--- config.mk ---
export PLATFORM = sky130hd
export DESIGN_NAME = multimode_pulse_timer_flat
export DESIGN_NICKNAME = d
export VERILOG_FILES = /design/src/rtl/multimode_pulse_timer_pkg.sv /design/src/rtl/multimode_pulse_timer_if.sv /design/src/rtl/multimode_pulse_timer_phase_counter.sv /design/src/rtl/multimode_pulse_timer.sv /design/src/flat_wrapper.sv
export SDC_FILE = /design/constraint.sdc
export NUM_CORES = 1
export LEC_CHECK = 0
export ABC_AREA = 0
export BUFFER_PORTS_ARGS = -buffer_cell sky130_fd_sc_hd__buf_2
export CELL_PAD_IN_SITES_DETAIL_PLACEMENT = 1
export CELL_PAD_IN_SITES_GLOBAL_PLACEMENT = 2
export CORE_MARGIN = 1
export CORE_UTILIZATION = 41
export CTS_CLUSTER_SIZE = 14
export DETAILED_ROUTE_END_ITERATION = 12
export PLACE_DENSITY_LB_ADDON = 0.2
export SYNTH_ARGS = -nofsm -noshare
export SYNTH_HDL_FRONTEND = slang
export SYNTH_SLANG_ARGS = --single-unit
export TNS_END_PERCENT = 50
--- constraint.sdc ---
create_clock -name clk -period 4.6 [get_ports clk]
set_input_delay 0.46 -clock clk [delete_from_list [all_inputs] [get_ports clk]]
set_output_delay 0.46 -clock clk [all_outputs]
set_load 0.01 [all_outputs]
--- src/rtl/multimode_pulse_timer_pkg.sv ---
// Shared types for the multimode pulse timer: FSM state encoding and mode constants.
package multimode_pulse_timer_pkg;

    typedef enum logic [1:0] {
        IDLE = 2'd0,
        HIGH = 2'd1,
        LOW  = 2'd2
    } state_e;

    localparam logic MODE_ASTABLE    = 1'b0;
    localparam logic MODE_MONOSTABLE = 1'b1;

endpackage

--- src/rtl/multimode_pulse_timer_if.sv ---
// Control/status bundle between a timer client and multimode_pulse_timer.
interface multimode_pulse_timer_if #(
    parameter int WIDTH = 16
);
    // No valid/ready pairing: load is a one-cycle strobe accepted unconditionally,
    // enable/mode/trigger are levels, and pulse/busy/done are registered status.
    logic             enable;
    logic             mode;
    logic             trigger;
    logic             load;
    logic [WIDTH-1:0] high_cnt;
    logic [WIDTH-1:0] low_cnt;
    logic             pulse;
    logic             busy;
    logic             done;

    modport master (
        output enable, mode, trigger, load, high_cnt, low_cnt,
        input  pulse, busy, done
    );

    modport slave (
        input  enable, mode, trigger, load, high_cnt, low_cnt,
        output pulse, busy, done
    );

endinterface

--- src/rtl/multimode_pulse_timer_phase_counter.sv ---
// timer_phase_counter: WIDTH-bit phase counter, loads 1 on clear and saturates at its terminal value.
module timer_phase_counter #(
    parameter int WIDTH = 16
) (
    input  logic             clk,
    input  logic             reset,
    input  logic             clear,
    input  logic             enable,
    input  logic [WIDTH-1:0] term,
    output logic             hit
);

    localparam logic [WIDTH-1:0] ONE = WIDTH'(1);

    logic [WIDTH-1:0] cnt_q, cnt_d;
    logic [WIDTH-1:0] term_eff;

    always_comb begin
        // A zero duration behaves as a one-cycle phase.
        term_eff = (term == '0) ? ONE : term;
        hit      = (cnt_q == term_eff);
        cnt_d    = cnt_q;
        if (clear) begin
            cnt_d = ONE;
        end else if (enable && !hit) begin
            cnt_d = cnt_q + ONE;
        end
    end

    always_ff @(posedge clk) begin
        if (!reset) begin
            cnt_q <= '0;
        end else begin
            cnt_q <= cnt_d;
        end
    end

endmodule

--- src/rtl/multimode_pulse_timer.sv ---
// Astable/monostable pulse timer with programmable high/low phases.
// Optional MULTIMODE_PULSE_TIMER_RETRIGGER_EN: monostable trigger during HIGH restarts the pulse.
module multimode_pulse_timer
    import multimode_pulse_timer_pkg::*;
#(
    parameter int WIDTH        = 16,
    parameter int DEFAULT_HIGH = 13,
    parameter int DEFAULT_LOW  = 6
) (
    input  logic                          clk,
    input  logic                          reset,
    multimode_pulse_timer_if.slave        bus,
    output state_e                        dbg_state
);

    localparam logic [WIDTH-1:0] DEF_HIGH = WIDTH'(DEFAULT_HIGH);
    localparam logic [WIDTH-1:0] DEF_LOW  = WIDTH'(DEFAULT_LOW);

    state_e           state_q, state_d;
    logic             mode_q, mode_d;
    logic             trig_d_q, trig_d_d;
    logic [WIDTH-1:0] sh_high_q, sh_high_d, sh_low_q, sh_low_d;
    logic [WIDTH-1:0] act_high_q, act_high_d, act_low_q, act_low_d;
    logic             pulse_q, pulse_d, busy_q, busy_d, done_q, done_d;

    logic             trig_rise;
    logic [WIDTH-1:0] new_high, new_low;
    logic             cnt_clear, cnt_en, cnt_hit;
    logic [WIDTH-1:0] cnt_term;

    timer_phase_counter #(.WIDTH(WIDTH)) u_phase_counter (
        .clk    (clk),
        .reset  (reset),
        .clear  (cnt_clear),
        .enable (cnt_en),
        .term   (cnt_term),
        .hit    (cnt_hit)
    );

    always_comb begin
        trig_rise  = bus.trigger && !trig_d_q;
        // Values copied into the active regs on HIGH entry; a coincident load bypasses the shadow.
        new_high   = bus.load ? bus.high_cnt : sh_high_q;
        new_low    = bus.load ? bus.low_cnt  : sh_low_q;
        cnt_term   = (state_q == LOW) ? act_low_q : act_high_q;

        state_d    = state_q;
        mode_d     = mode_q;
        trig_d_d   = bus.trigger;
        sh_high_d  = new_high;
        sh_low_d   = new_low;
        act_high_d = act_high_q;
        act_low_d  = act_low_q;
        done_d     = 1'b0;
        cnt_clear  = 1'b0;
        cnt_en     = 1'b0;

        case (state_q)
            IDLE: begin
                if (bus.enable && (bus.mode == MODE_ASTABLE || trig_rise)) begin
                    state_d    = HIGH;
                    mode_d     = bus.mode;
                    cnt_clear  = 1'b1;
                    act_high_d = new_high;
                    act_low_d  = new_low;
                end
            end
            HIGH: begin
                if (!bus.enable) begin
                    state_d = IDLE;
`ifdef MULTIMODE_PULSE_TIMER_RETRIGGER_EN
                end else if (mode_q == MODE_MONOSTABLE && trig_rise) begin
                    cnt_clear  = 1'b1;
                    act_high_d = new_high;
                    act_low_d  = new_low;
`endif
                end else if (cnt_hit) begin
                    if (mode_q == MODE_MONOSTABLE) begin
                        state_d = IDLE;
                        done_d  = 1'b1;
                    end else begin
                        state_d   = LOW;
                        cnt_clear = 1'b1;
                    end
                end else begin
                    cnt_en = 1'b1;
                end
            end
            LOW: begin
                if (!bus.enable) begin
                    state_d = IDLE;
                end else if (cnt_hit) begin
                    done_d = 1'b1;
                    if (bus.mode == MODE_ASTABLE) begin
                        state_d    = HIGH;
                        mode_d     = MODE_ASTABLE;
                        cnt_clear  = 1'b1;
                        act_high_d = new_high;
                        act_low_d  = new_low;
                    end else begin
                        state_d = IDLE;
                    end
                end else begin
                    cnt_en = 1'b1;
                end
            end
            default: state_d = IDLE;
        endcase

        pulse_d = (state_d == HIGH);
        busy_d  = (state_d != IDLE);
    end

    always_ff @(posedge clk) begin
        if (!reset) begin
            state_q    <= IDLE;
            mode_q     <= MODE_ASTABLE;
            trig_d_q   <= 1'b0;
            sh_high_q  <= DEF_HIGH;
            sh_low_q   <= DEF_LOW;
            act_high_q <= DEF_HIGH;
            act_low_q  <= DEF_LOW;
            pulse_q    <= 1'b0;
            busy_q     <= 1'b0;
            done_q     <= 1'b0;
        end else begin
            state_q    <= state_d;
            mode_q     <= mode_d;
            trig_d_q   <= trig_d_d;
            sh_high_q  <= sh_high_d;
            sh_low_q   <= sh_low_d;
            act_high_q <= act_high_d;
            act_low_q  <= act_low_d;
            pulse_q    <= pulse_d;
            busy_q     <= busy_d;
            done_q     <= done_d;
        end
    end

    assign bus.pulse = pulse_q;
    assign bus.busy  = busy_q;
    assign bus.done  = done_q;
    assign dbg_state = state_q;

endmodule

--- src/flat_wrapper.sv ---
// flat-port wrapper written by rule: the top's interface ports become plain ports
module multimode_pulse_timer_flat import multimode_pulse_timer_pkg::*;
#(
    parameter int WIDTH        = 16,
    parameter int DEFAULT_HIGH = 13,
    parameter int DEFAULT_LOW  = 6
)
  (clk, reset, dbg_state, bus_enable, bus_mode, bus_trigger, bus_load, bus_high_cnt, bus_low_cnt, bus_pulse, bus_busy, bus_done);
  multimode_pulse_timer_if #(.WIDTH(WIDTH)) bus_i ();
  input  logic clk;
  input  logic reset;
  output state_e dbg_state;
  input wire logic [$bits(bus_i.enable)-1:0] bus_enable;
  input wire logic [$bits(bus_i.mode)-1:0] bus_mode;
  input wire logic [$bits(bus_i.trigger)-1:0] bus_trigger;
  input wire logic [$bits(bus_i.load)-1:0] bus_load;
  input wire logic [$bits(bus_i.high_cnt)-1:0] bus_high_cnt;
  input wire logic [$bits(bus_i.low_cnt)-1:0] bus_low_cnt;
  output wire logic [$bits(bus_i.pulse)-1:0] bus_pulse;
  output wire logic [$bits(bus_i.busy)-1:0] bus_busy;
  output wire logic [$bits(bus_i.done)-1:0] bus_done;
  assign bus_i.enable = bus_enable;
  assign bus_i.mode = bus_mode;
  assign bus_i.trigger = bus_trigger;
  assign bus_i.load = bus_load;
  assign bus_i.high_cnt = bus_high_cnt;
  assign bus_i.low_cnt = bus_low_cnt;
  assign bus_pulse = bus_i.pulse;
  assign bus_busy = bus_i.busy;
  assign bus_done = bus_i.done;
  multimode_pulse_timer #(.WIDTH(WIDTH), .DEFAULT_HIGH(DEFAULT_HIGH), .DEFAULT_LOW(DEFAULT_LOW)) u_core (.clk(clk), .reset(reset), .bus(bus_i), .dbg_state(dbg_state));
endmodule
==> results.md <==
- The internal power summed over all cells is around 0.0011 W.
- The cell with the largest stage delay on the worst path is sky130_fd_sc_hd__ha_1.
- In this run the power density over the cells is about 330 mW/mm^2.
- In this run the tightest slew margin relative to its limit is 31.1%.
- After synthesis, the netlist uses 46 different library cells.
- The congestion estimate from routability-driven global placement came to 0.795.
- The clock net in this run drives a total of 87 sinks.
- The worst-path maximum fanout is 32.
- The startpoint kind of the worst setup timing path is a flop.
- STA puts the critical path data required time at 4840 ps.
- The number of antenna violations at the first check in global routing is 0.
- The kind of end point of the critical path is a flop.
- The most frequently used flop master after synthesis is sky130_fd_sc_hd__dfxtp_1.
- The peak per-stage delay on the critical path is approximately 840 ps.
- The class of the worst hold path is primary input to flop.
- The final period utilization is about 83%.
- In the global route stage, overall resource usage came out at roughly a fifth.
- In the synthesized netlist the async set-or-reset flop fraction comes to 0%.
- The number of endpoints with negative hold slack in the final report came to 0.
- The largest clock skew in the final design is ~7 ps.
- The placeable core region is slightly below 0.01 mm^2.
- The via count of the first global-routing pass is around 3000.
- The routed layout has 2905 vias.
- The post-synthesis instance area is just over 0.004 mm^2.
- The total of warnings raised by yosys is 0.
- The wire length per cell is 15.6 um.
- The top achievable clock speed is approximately 0.26 GHz.
- The number of cells upsized or downsized after cts is 0.
- Relative to the synthesized area, the layout overhead comes to 12.1%.
- The slew at the pin closest to its max-slew limit is just over 1000 ps.
- The count of buffers inserted at the top-level ports is 42.
- The non-filler instance count after layout is between 500 and 600.
- 43 I/O pins were placed.
- Setup violations remaining at the end of the flow were counted as 0.
- The register cell area after layout is around 0.0017 mm^2.
- The height of the chip is approximately 100 um.
- The number of antenna-violating nets in the routed design is 0.
- The number of pins exceeding their max-slew limit in the final report is 0.
- The leading cell type in the layout, fill and taps excluded is sky130_fd_sc_hd__dfxtp_1.
- The via-per-instance ratio is around 5.0.
- For this configuration, the core starts out at a cell density of about two fifths.
- TritonCTS built the clock tree.
- In the routed design, unresolved DRC markers number 0.
- The number of cells in the design after placement is 560.
- After clock tree synthesis, the clock-pin slew on the worst setup and hold paths is about 90 ps.
- The proportion of power drawn by combinational gates is 11.2%.
- The run finished with clean final reports.
- The clock period could shrink to between 3000 and 4000 ps.
- The total wire length after detailed routing is between 8 and 9 mm.
- The post-CTS setup buffer count is 0.
- The relative contribution of sequential cells to total power is roughly 53%.
- Clock latency on the worst-skew pair, taken at its later pin, is ~350 ps.
- The number of synthesized flops with an enable pin is 0.
- The first routing iteration left 70 violations.
- The share of cells above drive strength 1 is around a fifth.
- Summed over all cells, the static leakage comes to 1.81 nW.
- Once detailed placement completed, the half-perimeter wirelength came to 6.50 mm.
- After the last flow step, the layout net total stands at between 400 and 500.
- The data arrival time of the critical path is between 4000 and 5000 ps.
- In this run, post-CTS hold repair placed 0 buffers.
- Before antenna repair, the detailed router went through 4 iterations.
- The antenna diode count is 0.
- The initialized floorplan defines 36 standard-cell rows.
- The die span in x is around 100 um.
- The number of inserted filler cells in the final layout is between 1000 and 1500.
- In the layout the commonest cells are sky130_fd_sc_hd__dfxtp_1, sky130_fd_sc_hd__mux2i_1, sky130_fd_sc_hd__buf_2.
- The net switching power is 0.000395 W.
- The proportion of synthesized chip area in sequential cells is between 40% and 50%.
- In this run the mean area of a mapped cell was roughly 10 um^2.
- The total negative setup slack is 0 ps.
- The cell count after synthesis is about 400.
- The clock network is responsible for between 30% and 40% of the overall power.
- The cell at the root of the clock tree is sky130_fd_sc_hd__clkbuf_8.
- The critical path is of the flop to flop type.
- The global route total overflow is 0.
- The critical path goes through inv_1, ha_1, mux2i_1, xnor2_1, nor3_1, nand4_1, o21ai_1, nand2_1, buf_4, mux2_1.
- The number of nets handed over by synthesis was 445.
- Counting flops and latches in the post-synthesis netlist gives 87.
- Net switching is 26.0% of the power.
- Entering global routing, the biggest net connects between 50 and 60 pins.
- Counting along the longest clock path gives a buffer depth of 2.
- The die covers slightly above 0.01 mm^2.
- The tool flagged a number of max-cap violations equal to 0.
- In this run the number of H-tree levels came out at 3.
- VDD sags by at most 0.152 mV.
- The global-route wire length before repair is around 15 mm.
- The number of buffers inserted during clock tree synthesis is 9.
- Setup repair after global routing left no endpoint under its margin.
- The footprint of the multi-input gates is 0.00222 mm^2.
-- metal layers --
metal | vias up | routed length, um | global-route usage [%]
li1 | 1472 | - | -
met1 | 1401 | 4450 | 24.8
met2 | 26 | 4260 | 31.2
met3 | 6 | 191 | 3.93
met4 | 0 | 84 | 5.69
met5 | - | 0 | 0
-- cell usage after synthesis, types with 2 or more instances --
library cell,n,area (um^2)
sky130_fd_sc_hd__buf_4,3,22.5
sky130_fd_sc_hd__and2_1,29,181
sky130_fd_sc_hd__mux2i_1,48,480
sky130_fd_sc_hd__buf_2,3,15.0
sky130_fd_sc_hd__mux2_1,7,78.8
sky130_fd_sc_hd__a211o_1,2,17.5
sky130_fd_sc_hd__or4_1,3,22.5
sky130_fd_sc_hd__xnor2_1,16,140
sky130_fd_sc_hd__and4_1,3,26.3
sky130_fd_sc_hd__nand3_1,8,40.0
sky130_fd_sc_hd__nor2b_1,28,175
sky130_fd_sc_hd__nor4_2,3,37.5
sky130_fd_sc_hd__o2111ai_1,3,26.3
sky130_fd_sc_hd__mux2_2,26,293
sky130_fd_sc_hd__clkbuf_1,10,37.5
sky130_fd_sc_hd__nand3b_1,2,15.0
sky130_fd_sc_hd__o31ai_1,2,15.0
sky130_fd_sc_hd__buf_1,3,11.3
sky130_fd_sc_hd__a21oi_1,9,45.0
sky130_fd_sc_hd__inv_1,3,11.3
sky130_fd_sc_hd__ha_1,5,62.6
sky130_fd_sc_hd__and3_1,4,25.0
sky130_fd_sc_hd__nand4_1,5,31.3
sky130_fd_sc_hd__o211ai_1,4,30.0
sky130_fd_sc_hd__a21boi_0,3,22.5
sky130_fd_sc_hd__nand2_1,14,52.6
sky130_fd_sc_hd__or3_1,3,18.8
sky130_fd_sc_hd__buf_6,2,22.5
sky130_fd_sc_hd__nor2_1,20,75.1
sky130_fd_sc_hd__nand2b_1,7,43.8
sky130_fd_sc_hd__o21ai_0,9,45.0
sky130_fd_sc_hd__o21a_1,2,15.0
sky130_fd_sc_hd__nor4_1,3,18.8
sky130_fd_sc_hd__nor3_1,5,25.0
sky130_fd_sc_hd__xor2_1,8,70.1
sky130_fd_sc_hd__dfxtp_1,87,1740
-- layout make-up --
type	instances	share of cell area, %
clock inverters	7	1.59
clock buffers	9	2.71
flip-flops and latches	87	38.1
inverters	3	0.246
multi-input cells	291	48.5
well taps	133	3.64
repair buffers	46	5.25
-- path summary, 6_finish.rpt --
kind | to | startpoint | slack, ps | cells after the start
setup / recovery | u_core.act_low_q[0] | u_core.dbg_state[0] | 800 | 10
hold reg to reg | u_core.sh_high_q[3] | u_core.sh_high_q[3] | 470 | 2
hold / removal | u_core.trig_d_q | bus_trigger | 320 | 2
setup reg to reg | u_core.act_low_q[0] | u_core.dbg_state[0] | 800 | 10
-- critical path, delay by kind of cell, from the launching register on --
kind	cells	cell delay, ps
AOI/OAI and AO/OA	1	320
xor gates and xnor gates	1	110
adders and majority gates	1	840
buffers and inverters	2	350
DFF	1	370
muxes	2	800
and+or+nand+nor	3	860
-- sequential cells by signal (all words and copies together) (netlist names) --
name                          cells
u_core.sh_low_q                  16
u_core.dbg_state                  2
u_core.u_phase_counter.cnt_q     16
u_core.bus.done                   1
u_core.bus.busy                   1
u_core.act_low_q                 16
u_core.sh_high_q                 16
u_core.bus.pulse                  1
u_core.trig_d_q                   1
u_core.act_high_q                16
u_core.mode_q                     1
-- cell families (layout without fill, tap and decap cells) --
family / count (synthesis) / after routing / synth area share (%)
simple gates: 140 / 140 / 20.0
flops: 87 / 87 / 42.7
mux: 81 / 81 / 20.9
compound gates: 41 / 41 / 6.80
xor+xnor: 24 / 24 / 5.15
buf+inv: 24 / 65 / 2.94
fa+ha+maj: 5 / 5 / 1.53
-- metrics by stage --
| stage | utilization (%) | hold slack (ps) | setup WS (ps) | instance area [um^2] | power, W |
|---|---|---|---|---|---|
| 3_5_place_dp | 45.0 | 460 | 787 | 4380 | 0.00100 |
| 3_3_place_gp | 45.0 | 454 | 959 | 4380 | 0.000997 |
| 5_1_grt | 47.0 | 314 | 422 | 4580 | 0.00160 |
| 4_1_cts | 47.0 | 301 | 817 | 4580 | 0.00154 |
| 6_report | 47.0 | 324 | 801 | 4580 | 0.00152 |
| 2_1_floorplan | - | 434 | 1970 | 4080 | 0.000949 |
-- power groups by stage --
stage,Combinational (W),Sequential (W),Clock [W]
3_3_place_gp,0.000168,0.000829,0
6_report,0.000170,0.000812,0.000537
3_5_place_dp,0.000172,0.000830,0
2_1_floorplan,0.000126,0.000822,0
4_1_cts,0.000174,0.000813,0.000558
5_1_grt,0.000191,0.000817,0.000590
(Power assumes the default switching activity.)
